$ cat src/rtl/ex_hazard_ctrl_pkg.sv
// ex_hazard_ctrl_pkg
// Shared encodings for the execute-stage hazard controller: FSM states,
// operand-forward select codes and the HALT drain length.
package ex_hazard_ctrl_pkg;

  typedef enum logic [1:0] {
    RUN    = 2'd0,
    STALL  = 2'd1,
    DRAIN  = 2'd2,
    HALTED = 2'd3
  } state_e;

  localparam logic [1:0] FWD_RF    = 2'b00;
  localparam logic [1:0] FWD_MEMWB = 2'b01;
  localparam logic [1:0] FWD_EXMEM = 2'b10;

  localparam logic [1:0] DRAIN_CYCLES = 2'd3;

endpackage

$ cat src/rtl/dff.sv
// dff
// Generic enabled D flip-flop with asynchronous active-low reset to zero.
// Ports: clk_i, rst_ni, en_i (load enable), d_i, q_o (W bits each).
module dff #(
  parameter int W = 1
) (
  input  logic         clk_i,
  input  logic         rst_ni,
  input  logic         en_i,
  input  logic [W-1:0] d_i,
  output logic [W-1:0] q_o
);

  always_ff @(posedge clk_i or negedge rst_ni) begin
    if (!rst_ni)   q_o <= '0;
    else if (en_i) q_o <= d_i;
  end

endmodule

$ cat src/rtl/ex_hazard_ctrl_fwd_sel.sv
// fwd_sel
// Combinational operand-forward select for one ID source register.
// Ports: src_i/src_vld_i (ID source and its read flag), idex_rd_i/
// idex_regwr_i/idex_memrd_i (producer in EX), exmem_rd_i/exmem_regwr_i
// (producer in MEM), sel_o (FWD_RF / FWD_MEMWB / FWD_EXMEM).
module fwd_sel
  import ex_hazard_ctrl_pkg::*;
(
  input  logic [2:0] src_i,
  input  logic       src_vld_i,
  input  logic [2:0] idex_rd_i,
  input  logic       idex_regwr_i,
  input  logic       idex_memrd_i,
  input  logic [2:0] exmem_rd_i,
  input  logic       exmem_regwr_i,
  output logic [1:0] sel_o
);

  always_comb begin
    sel_o = FWD_RF;
    if (src_vld_i) begin
      // EX producer is younger so it wins; a load in EX has no ALU result yet.
      if (src_i == idex_rd_i && idex_regwr_i && !idex_memrd_i)
        sel_o = FWD_EXMEM;
      else if (src_i == exmem_rd_i && exmem_regwr_i)
        sel_o = FWD_MEMWB;
    end
  end

endmodule

$ cat src/rtl/ex_hazard_ctrl.sv
// ex_hazard_ctrl
// Execute-stage pipeline controller: registered operand-forward selects,
// one-cycle load-use stall, wrong-path squash on redirect, HALT drain.
// Inputs : clk, rst (async, active-low), id_rs/id_rt + valids, id_halt,
//          idex_rd/idex_regwr/idex_memrd, exmem_rd/exmem_regwr, ex_redirect.
// Outputs: forwardA/forwardB (registered), pc_we, ifid_we, idex_bubble,
//          ifid_flush (combinational), halted.
//
// state  | meaning
// RUN    | normal issue; checks redirect, load-use, HALT in that order
// STALL  | load-use bubble inserted last cycle; ID re-evaluated and advanced
// DRAIN  | HALT moving down the pipe; bubbles inserted while counter runs
// HALTED | pipe drained; frozen until reset
module ex_hazard_ctrl
  import ex_hazard_ctrl_pkg::*;
(
  input  logic       clk,
  input  logic       rst,
  input  logic [2:0] id_rs,
  input  logic [2:0] id_rt,
  input  logic       id_rs_vld,
  input  logic       id_rt_vld,
  input  logic       id_halt,
  input  logic [2:0] idex_rd,
  input  logic       idex_regwr,
  input  logic       idex_memrd,
  input  logic [2:0] exmem_rd,
  input  logic       exmem_regwr,
  input  logic       ex_redirect,
  output logic [1:0] forwardA,
  output logic [1:0] forwardB,
  output logic       pc_we,
  output logic       ifid_we,
  output logic       idex_bubble,
  output logic       ifid_flush,
  output logic       halted
);

  state_e     state_q, state_d;
  logic [1:0] cnt_q, cnt_d;
  logic [1:0] fwd_a_c, fwd_b_c, fwd_a_d, fwd_b_d;
  logic       load_use, stall_now, fwd_en;
  logic       pc_c, ifid_c, bub_c, flush_c;

  fwd_sel u_fwd_a (
    .src_i(id_rs), .src_vld_i(id_rs_vld),
    .idex_rd_i(idex_rd), .idex_regwr_i(idex_regwr), .idex_memrd_i(idex_memrd),
    .exmem_rd_i(exmem_rd), .exmem_regwr_i(exmem_regwr), .sel_o(fwd_a_c)
  );

  fwd_sel u_fwd_b (
    .src_i(id_rt), .src_vld_i(id_rt_vld),
    .idex_rd_i(idex_rd), .idex_regwr_i(idex_regwr), .idex_memrd_i(idex_memrd),
    .exmem_rd_i(exmem_rd), .exmem_regwr_i(exmem_regwr), .sel_o(fwd_b_c)
  );

  assign load_use = idex_memrd && idex_regwr &&
                    ((id_rs_vld && id_rs == idex_rd) ||
                     (id_rt_vld && id_rt == idex_rd));

  always_comb begin
    state_d   = state_q;
    cnt_d     = cnt_q;
    pc_c      = 1'b1;
    ifid_c    = 1'b1;
    bub_c     = 1'b0;
    flush_c   = 1'b0;
    stall_now = 1'b0;
    case (state_q)
      RUN: begin
        if (ex_redirect) begin
          flush_c = 1'b1;
          bub_c   = 1'b1;
        end else if (load_use) begin
          pc_c      = 1'b0;
          ifid_c    = 1'b0;
          bub_c     = 1'b1;
          stall_now = 1'b1;
          state_d   = STALL;
        end else if (id_halt) begin
          pc_c    = 1'b0;
          ifid_c  = 1'b0;
          cnt_d   = DRAIN_CYCLES;
          state_d = DRAIN;
        end
      end
      STALL: begin
        // Never stall twice: the producer has moved to MEM by now.
        state_d = RUN;
        if (ex_redirect) begin
          flush_c = 1'b1;
          bub_c   = 1'b1;
        end
      end
      DRAIN: begin
        if (ex_redirect) begin
          flush_c = 1'b1;
          bub_c   = 1'b1;
          cnt_d   = 2'd0;
          state_d = RUN;
        end else begin
          pc_c   = 1'b0;
          ifid_c = 1'b0;
          bub_c  = 1'b1;
          cnt_d  = cnt_q - 2'd1;
          if (cnt_q == 2'd1) state_d = HALTED;
        end
      end
      HALTED: begin
        pc_c   = 1'b0;
        ifid_c = 1'b0;
        bub_c  = 1'b1;
      end
      default: state_d = RUN;
    endcase
  end

  always_ff @(posedge clk or negedge rst) begin
    if (!rst) begin
      state_q <= RUN;
      cnt_q   <= 2'd0;
    end else begin
      state_q <= state_d;
      cnt_q   <= cnt_d;
    end
  end

  // Combinational outputs are forced to reset values while rst is low so
  // the pipe sees a clean state without waiting for a clock.
  assign pc_we       = rst ? pc_c    : 1'b1;
  assign ifid_we     = rst ? ifid_c  : 1'b1;
  assign idex_bubble = rst ? bub_c   : 1'b0;
  assign ifid_flush  = rst ? flush_c : 1'b0;
  assign halted      = (state_q == HALTED);

  // ID/EX holds during a load-use stall; a bubble entering it clears the selects.
  assign fwd_en  = !stall_now;
  assign fwd_a_d = bub_c ? FWD_RF : fwd_a_c;
  assign fwd_b_d = bub_c ? FWD_RF : fwd_b_c;

  dff #(.W(2)) u_fwd_a_q (
    .clk_i(clk), .rst_ni(rst), .en_i(fwd_en), .d_i(fwd_a_d), .q_o(forwardA)
  );

  dff #(.W(2)) u_fwd_b_q (
    .clk_i(clk), .rst_ni(rst), .en_i(fwd_en), .d_i(fwd_b_d), .q_o(forwardB)
  );

endmodule
$ cat config.mk
export PLATFORM = sky130hd
export DESIGN_NAME = ex_hazard_ctrl
export DESIGN_NICKNAME = d
export VERILOG_FILES = /design/src/rtl/ex_hazard_ctrl_pkg.sv /design/src/rtl/dff.sv /design/src/rtl/ex_hazard_ctrl_fwd_sel.sv /design/src/rtl/ex_hazard_ctrl.sv
export SDC_FILE = /design/constraint.sdc
export NUM_CORES = 1
export LEC_CHECK = 0
export BUFFER_PORTS_ARGS = -buffer_cell sky130_fd_sc_hd__buf_2
export CAP_MARGIN = 20
export CORE_MARGIN = 2
export CORE_UTILIZATION = 40
export CTS_BUF_LIST = sky130_fd_sc_hd__clkbuf_4 sky130_fd_sc_hd__clkbuf_8
export DETAILED_ROUTE_END_ITERATION = 6
export PLACE_DENSITY = 0.64
export SYNTH_ARGS = -nofsm -noshare
export SYNTH_HDL_FRONTEND = slang
export SYNTH_SLANG_ARGS = --single-unit
$ cat constraint.sdc
create_clock -name clk -period 2.2 [get_ports clk]
set_clock_uncertainty 0.1 [all_clocks]
set_input_delay 0.22 -clock clk [delete_from_list [all_inputs] [get_ports clk]]
set_output_delay 0.22 -clock clk [all_outputs]
set_load 0.005 [all_outputs]
## Yosys cells after proc, flatten, opt, wreduce, memory -nomap -nowiden

Cells that the tools add are included.
W data, S select, Z words.

| word-level totals | value |
|---|---|
| logic and storage cells | 70 |
| flip-flop bits (word level) | 8 |
| output and inout port bits | 9 |

| cells by class | value |
|---|---|
| equal/unequal tests | 13 |
| reductions and logical operators | 19 |
| mux-type cells | 33 |
| $add $sub $neg | 1 |

Operators by type and width:

| kind | count |
|---|---|
| $mux W2 | 15 |
| $mux W1 | 14 |
| $eq A3 B3 Y1 | 4 |
| $logic_and A1 B1 Y1 | 10 |
| $reduce_and A4 Y1 | 2 |
| $ne A2 B2 Y1 const B | 3 |
| $ne A3 B3 Y1 const B | 2 |
| $pmux W1 S3 | 2 |
| $pmux W2 S3 | 1 |
| $eq A2 B1 Y1 const B | 2 |
| $eq A2 B2 Y1 const B | 2 |
| $pmux W2 S2 | 1 |
| $reduce_bool A3 Y1 | 1 |
| $reduce_or A3 Y1 | 1 |
| $logic_not A2 Y1 | 1 |
| $reduce_bool A2 Y1 | 1 |
| $reduce_or A2 Y1 | 1 |
| $sub A2 B1 Y2 const B | 1 |
| $logic_not A1 Y1 | 1 |
| $logic_or A1 B1 Y1 | 1 |

## Depth between registers and ports, before layout

Gate-level depths: netlist of run 1.

| logic depth | value |
|---|---|
| word-level depth | 8 |
| gate-level depth with buffers | 8 |
| mapped depth without buffers | 7 |

## Modules after synthesis

A second synthesis of run 1 with hierarchy kept.

| unflattened totals | value |
|---|---|
| cells, all modules | 100 |
| area, all modules | 870.8 um^2 |

Modules (own cells, without submodules):

| module | area an instance (um^2) | sequential area each (um^2) | cells each | times used |
|---|---|---|---|---|
| ex_hazard_ctrl | 548.0 | 100.1 | 70 | 1 |
| fwd_sel | 88.8 | 0.0 | 11 | 2 |
| dff | 72.6 | 50.0 | 4 | 2 |

## Worst setup path before layout of run 1

Ideal clock, no wire load.

| timing | value |
|---|---|
| path kind | register to register |
| start point | register state_q[0] |
| end point | register state_q[0] |
| setup time | 0.123 ns |
| data required time | 1.977 ns |
| setup slack | 0.339 ns |
| arrival | 1.639 ns |
| stages on the path, launching flop included | 9 |
| cells stage by stage | dfrtp_1 -> inv_1 -> ha_1 -> buf_6 -> nand2b_1 -> nor2_1 -> a211oi_1 -> or3b_1 -> o221a_2 |

| between the ends | value |
|---|---|
| word-level cells in the longest chain between the ends | 3 |
| elaborated cells between the ends (all ways) | 9 |
| those cells by class | eq/ne: 5; mux: 1; reduce/logical: 3 |

Ends and longest elaborated chain:

| element | RTL line | source |
|---|---|---|
| from (decl) | ex_hazard_ctrl.sv:39 | `state_e state_q, state_d;` |
| from (signal assigned) | ex_hazard_ctrl.sv:123 | `state_q <= state_d;` |
| $eq A2 B2 Y1 (tied with other cells) | ex_hazard_ctrl.sv:69 | `case (state_q)` |
| $ne A3 B3 Y1 (no source line) (tied with other cells) | - |  |
| $reduce_and A4 Y1 (no source line) | - |  |

Several ways; a longest one is shown, not always the timed one.
A chain may end at the register's enable or synchronous reset.

## Worst setup path in the final report of run 1

| timing | value |
|---|---|
| start point | register state_q[1] |
| end point | output port ifid_we |

| between the ends | value |
|---|---|
| word-level cells in the longest chain between the ends | 3 |
| elaborated cells between the ends (all ways) | 5 |
| those cells by class | eq/ne: 2; mux: 2; reduce/logical: 1 |

Ends and longest elaborated chain:

| element | RTL line | source |
|---|---|---|
| $eq A2 B2 Y1 / $logic_not A2 Y1 (equally long branches) | ex_hazard_ctrl.sv:69 |  |
| $pmux W1 S3 (*) | ex_hazard_ctrl.sv:69 |  |
| $mux W1 (*) | ex_hazard_ctrl.sv:131 | `assign ifid_we = rst ? ifid_c : 1'b1;` |
| to (decl) | ex_hazard_ctrl.sv:33 | `output logic ifid_we,` |

Mark *: on every way between the ends. The rest lies on a longest branch, timed or not.

==> metrics, run 1 <==
hpwl dp 1.49 mm; worst slack, placed 0.278 ns; fillcell total 200; Final nets 148; Yosys Warn Count 0; Syn Inst Count 89; worst vdd ir 384 uV; All-Layer GR Usage 17.2%; Worst Path Buf+Inv 3; Clock Latency Late Sink 0.26 ns; wire length per cell 12.3 um; P_leak 0.436 nW; PortBufs 29; Commonest cells post-synth 12 x xnor2_1, 8 x dfrtp_1, 6 x ha_1, 6 x inv_1, 6 x nand2b_1; TritonCTS clock tree yes; WP data required 1.88 ns; share of cells above drive strength 1 33.6%; non-filler cells, final 146; slowest cell on the critical path dfrtp_1; Reg clk slew, reported paths 0.06 ns; synth unique cells 33; row count 16; GP Congestion 0.858; final setup violation count 0; crit path capture type primary output; # DRC 0; register area share after synthesis 25.2%; Tmin final 2.01 ns; worst setup path class flop to primary output; top layer in use met4; vias in the first global route 687; Max stage delay on crit path 0.41 ns; Max Root-Sink Buffers 2; Max Transition Viols Final 0; Hold WS 0.196 ns; CTS H-Tree Depth 1; total die area 0.00236 mm^2; area grow syn2layout 24.4%; Hold Path Class primary input to flop; Async SR Flop Fraction 100%; DR pass1 iterations 4; first-pass GRT wire length 3.10 mm; CTS sink cnt 8; grt total ovfl 0; most area-consuming cells after synthesis dfrtp_1 25%, xnor2_1 13%, ha_1 9.5%; outcome complete, no violations; Ports 30; antenna cells 0; met3 wire length 72 um; largest area contributor in the netlist dfrtp_1; post-route ant nets 0; CP Cell Sequence inv_1, ha_2, inv_1, o311ai_1, buf_2; multi-input combinational cell area 546 um^2; fin crit share 91.3%; Synth Area per Inst 8.91 um^2; syn nets 116; most frequent cell after synthesis xnor2_1; initial antenna violation count 0; CP Data Arrival Time 1.69 ns; # Max-Cap Violations 0; top-area cell type share of the netlist area 25.2%; register area 200 um^2; Setup WS post-layout 0.192 ns; CP delay by family, top buffers and inverters; EDFF count, synth 0; Max Clock Freq 498 MHz; Main synth FF type dfrtp_1; total core area 0.00192 mm^2; dpl cell area 952 um^2; critical path launch point type flop; FF+latch count, synth 8; critical path's most frequent cell inv_1; met2 WL 850 um; CTS Root Cell clkbuf_4; Final Hold Viols 0; met1 WL 826 um; Tot Pwr 0.892 mW; vias per cell 5.16; initial drt markers 4; Pwr per Cell Area 903 mW/mm^2; TritonCTS Buffers 3; dpl cells 142; Starting Density 41.3%; largest net degree at the start of global routing 15; design area 987 um^2; fin util 51.4%; Worst Tran Pin Value 0.285 ns; Die Y 48.5 um; Worst Path Max Fanout 10; Setup TNS Final 0 ns; Die Width 48.5 um; RSZ-0062 raised after global routing false; Post-Syn Area 793 um^2; relative slew slack 80.9%; DRT Wirelength 1.80 mm; total vias in the final route 754
==> layout make-up <==
cell class / count / area share [%]
Multi-Input combinational cell: 71 / 55.3
Clock buffer: 3 / 2.28
Timing Repair Buffer: 31 / 16.5
Sequential cell: 8 / 20.3
Tap cell: 27 / 3.42
Inverter: 6 / 2.28
==> flip-flops by register name, summed over array words and instances (netlist names) <==
register       cells
cnt_q              2
state_q            2
u_fwd_a_q.q_o      2
u_fwd_b_q.q_o      2
==> logic make-up after synthesis <==
| kind of cell | after synthesis | synth area share (%) |
|---|---|---|
| XOR/XNOR | 12 | 13.2 |
| adder cells (fa/ha/maj) | 6 | 9.46 |
| AO/OA/AOI/OAI | 24 | 22.9 |
| AND/OR/NAND/NOR | 29 | 22.9 |
| flip-flops | 8 | 25.2 |
| buffers and inverters | 10 | 6.31 |
==> power breakdown <==
part           leakage (nW)  internal [mW]  total, mW  switching, mW
logic                 0.320          0.264      0.548          0.284
clock network        0.0138         0.0628      0.118         0.0555
registers             0.102          0.191      0.226         0.0349
==> layout by cell type, fill, tap and decap left out, types with 2 or more instances in the layout <==
cell type / instances
nor2_1: 5
o21a_1: 2
xnor2_1: 12
inv_1: 6
o21ai_0: 5
nor2b_1: 3
a31oi_1: 2
and4_1: 2
nand4_2: 2
buf_2: 29
a2111o_1: 2
o32ai_1: 2
nand2b_1: 6
dfrtp_1: 8
ha_1: 5
clkbuf_4: 3
nand4_1: 3
nand2_1: 4
a21oi_1: 3
==> worst reg2reg max path: cells and delay by family, from the launching register on <==
kind                       cells  cell delay, ns
and+or+nand+nor                3            0.53
adders and majority gates      1            0.23
DFF                            1            0.42
buffers and inverters          1            0.09
AOI/OAI and AO/OA              2            0.42
==> per-layer routing <==
metal / GRT usage (%) / vias to the layer above
li1: - / 383
met1: 22.1 / 341
met2: 27.8 / 25
met3: 2.16 / 5
met4: 10.0 / 0
met5: 0 / -
==> worst paths after layout <==
check                                             from                            to  slack (ns)  cells past startpoint
min in group asynchronous                          rst        state_q[1]$_DFFE_PN0P_        0.25                      2
worst min register to register    cnt_q[0]$_DFFE_PN0P_          cnt_q[0]$_DFFE_PN0P_        0.40                      1
worst max-delay path            state_q[1]$_DFFE_PN0P_                       ifid_we        0.19                      5
max in group asynchronous                          rst  u_fwd_b_q.q_o[0]$_DFFE_PN0N_        1.54                      2
worst min-delay path                           id_halt          cnt_q[0]$_DFFE_PN0P_        0.20                      4
worst max register to register  state_q[0]$_DFFE_PN0P_        state_q[0]$_DFFE_PN0P_        0.30                      7
==> timing repair <==
action                                 4_1_cts  5_1_grt
hold buffers                                 1        0
resized for setup                            1        1
endpoints found under the hold margin        8        0
setup endpoints to repair                    2        2
buffers inserted                             0        0
(Power assumes the default switching activity.)
==> inputs of run 2 (changes only) <==
--- a/config.mk
+++ b/config.mk
@@ -5,13 +5,13 @@
 export SDC_FILE = /design/constraint.sdc
 export NUM_CORES = 1
 export LEC_CHECK = 0
-export BUFFER_PORTS_ARGS = -buffer_cell sky130_fd_sc_hd__buf_2
 export CAP_MARGIN = 20
 export CORE_MARGIN = 2
 export CORE_UTILIZATION = 40
 export CTS_BUF_LIST = sky130_fd_sc_hd__clkbuf_4 sky130_fd_sc_hd__clkbuf_8
 export DETAILED_ROUTE_END_ITERATION = 6
-export PLACE_DENSITY = 0.64
+export DONT_BUFFER_PORTS = 1
+export PLACE_DENSITY = 0.51
 export SYNTH_ARGS = -nofsm -noshare
 export SYNTH_HDL_FRONTEND = slang
 export SYNTH_SLANG_ARGS = --single-unit
==> run 2 against run 1 <==
Net effect:
- hold slack got worse by 0.15 ns
- register-to-register slack worse by 0.06 ns
- final cell count decreased by 19%
- design area shrank 13%
- first-iteration DRC count shrank 25%
- sequential share of layout area up 3.1 points
- setup slack better by 0.012 ns
- fmax grew 0.63%
- global-route usage fell by 1.4 points
- critical path depth did not move
- utilization shrank 6.8 points
- die area unchanged
- critical path type unchanged
- largest cell class unchanged
==> metrics, run 2 (synthesis results as in run 1) <==
outcome complete, no violations; Max Root-Sink Buffers 2; All-Layer GR Usage 15.8%; critical path launch point type flop; TritonCTS clock tree yes; Final nets 120; wire length per cell 14.7 um; WP data required 1.88 ns; commonest cells after routing, fill and taps aside 12 x xnor2_1, 8 x dfrtp_1, 6 x inv_1, 6 x nand2b_1; Final Hold Viols 0; area grow syn2layout 8.04%; post-route ant nets 0; relative slew slack 72.7%; worst setup path class flop to primary output; Setup TNS Final 0 ns; Worst Tran Pin Value 0.408 ns; Starting Density 41.3%; largest net degree at the start of global routing 14; design area 857 um^2; Pwr per Cell Area 989 mW/mm^2; DRT Wirelength 1.74 mm; vias per cell 5.71; Reg clk slew, reported paths 0.06 ns; final setup violation count 0; DR pass1 iterations 4; P_leak 0.319 nW; Die Y 48.5 um; Max Transition Viols Final 0; post-CTS setup buffers 0; first-pass GRT wire length 2.87 mm; total die area 0.00236 mm^2; Worst R2R Path Depth 7; most common cell after layout, fill and taps aside xnor2_1; Worst Path Max Fanout 10; CTS sink cnt 8; # Max-Cap Violations 0; worst vdd ir 452 uV; Clock Latency Late Sink 0.26 ns; row count 16; crit path capture type primary output; Max Clock Freq 501 MHz; share of cells above drive strength 1 13.2%; fin crit share 90.7%; antenna cells 0; CTS H-Tree Depth 1; grt total ovfl 0; Die Width 48.5 um; dpl cell area 807 um^2; total core area 0.00192 mm^2; CTS Root Cell clkbuf_4; GP Congestion 0.714; vias in the first global route 684; Ports 30; initial antenna violation count 0; hpwl dp 1.37 mm; PortBufs 0; Tmin final 2.00 ns; total vias in the final route 674; WHS Path Cells 2; Hold Path Class primary input to flop; TritonCTS Buffers 3; # DRC 0; CP Data Arrival Time 1.68 ns; initial drt markers 3; RSZ-0062 raised after global routing false
run 2: changes by cell type in the layout (fill, tap and decap cells not counted), sizes merged:
cell | before | now
buf | 30 | 1
dlygate4sd3 | 1 | 2
run 2: where the power goes:
part | switching (mW) | total (mW) | internal, mW
Combinational | 0.269 | 0.506 | 0.236
Sequential | 0.0342 | 0.225 | 0.191
Clock | 0.0536 | 0.116 | 0.0627
Total | 0.357 | 0.847 | 0.490
run 2: final timing paths:
check | endpoint | start | slack, ns
worst max-delay path | pc_we | state_q[0]$_DFFE_PN0P_ | 0.20
worst min-delay path | u_fwd_b_q.q_o[0]$_DFFE_PN0N_ | ex_redirect | 0.04
worst max register to register | state_q[0]$_DFFE_PN0P_ | state_q[0]$_DFFE_PN0P_ | 0.24
worst min register to register | cnt_q[0]$_DFFE_PN0P_ | cnt_q[0]$_DFFE_PN0P_ | 0.39
max in group asynchronous | state_q[1]$_DFFE_PN0P_ | rst | 1.48
min in group asynchronous | cnt_q[1]$_DFFE_PN0P_ | rst | 0.22
run 2: metal layers:
layer / up-vias / wire length, um / track usage, %
li1: 325 / - / -
met1: 320 / 693 / 16.2
met2: 23 / 871 / 27.8
met3: 6 / 123 / 6.48
met4: 0 / 50 / 7.62
met5: - / 0 / 0
run 2: final cells by class:
type,count,area (um^2)
Timing Repair Buffer,3,27.5
Tap cell,27,33.8
Multi-Input combinational cell,71,551
Fill cell,219,1060
Clock buffer,3,22.5
Inverter,6,22.5
Sequential cell,8,200
run 2: worst max-delay path: stages, from the launching register on:
cell      delay (ns)
dfrtp_1         0.43
inv_1           0.11
ha_2            0.30
inv_1           0.12
o311ai_1        0.28
buf_4           0.17
run 2: per-stage QoR:
step | setup slack (ns) | instances | hold WS [ns] | util [%] | power (mW)
5_1_grt | 0.0188 | 118 | 0.0304 | 44.6 | 0.945
2_1_floorplan | 0.339 | 89 | -0.176 | - | 0.643
3_3_place_gp | 0.269 | 113 | -0.175 | 42.0 | 0.707
6_report | 0.204 | 118 | 0.0421 | 44.6 | 0.847
3_5_place_dp | 0.198 | 113 | -0.175 | 42.0 | 0.715
4_1_cts | 0.0149 | 118 | 0.0363 | 44.2 | 0.844
run 2: repair_timing:
action / 4_1_cts / 5_1_grt
endpoints found under the setup margin: 0 / 3
resized for setup: 0 / 3
hold buffers: 2 / 0
hold endpoints to repair: 10 / 0
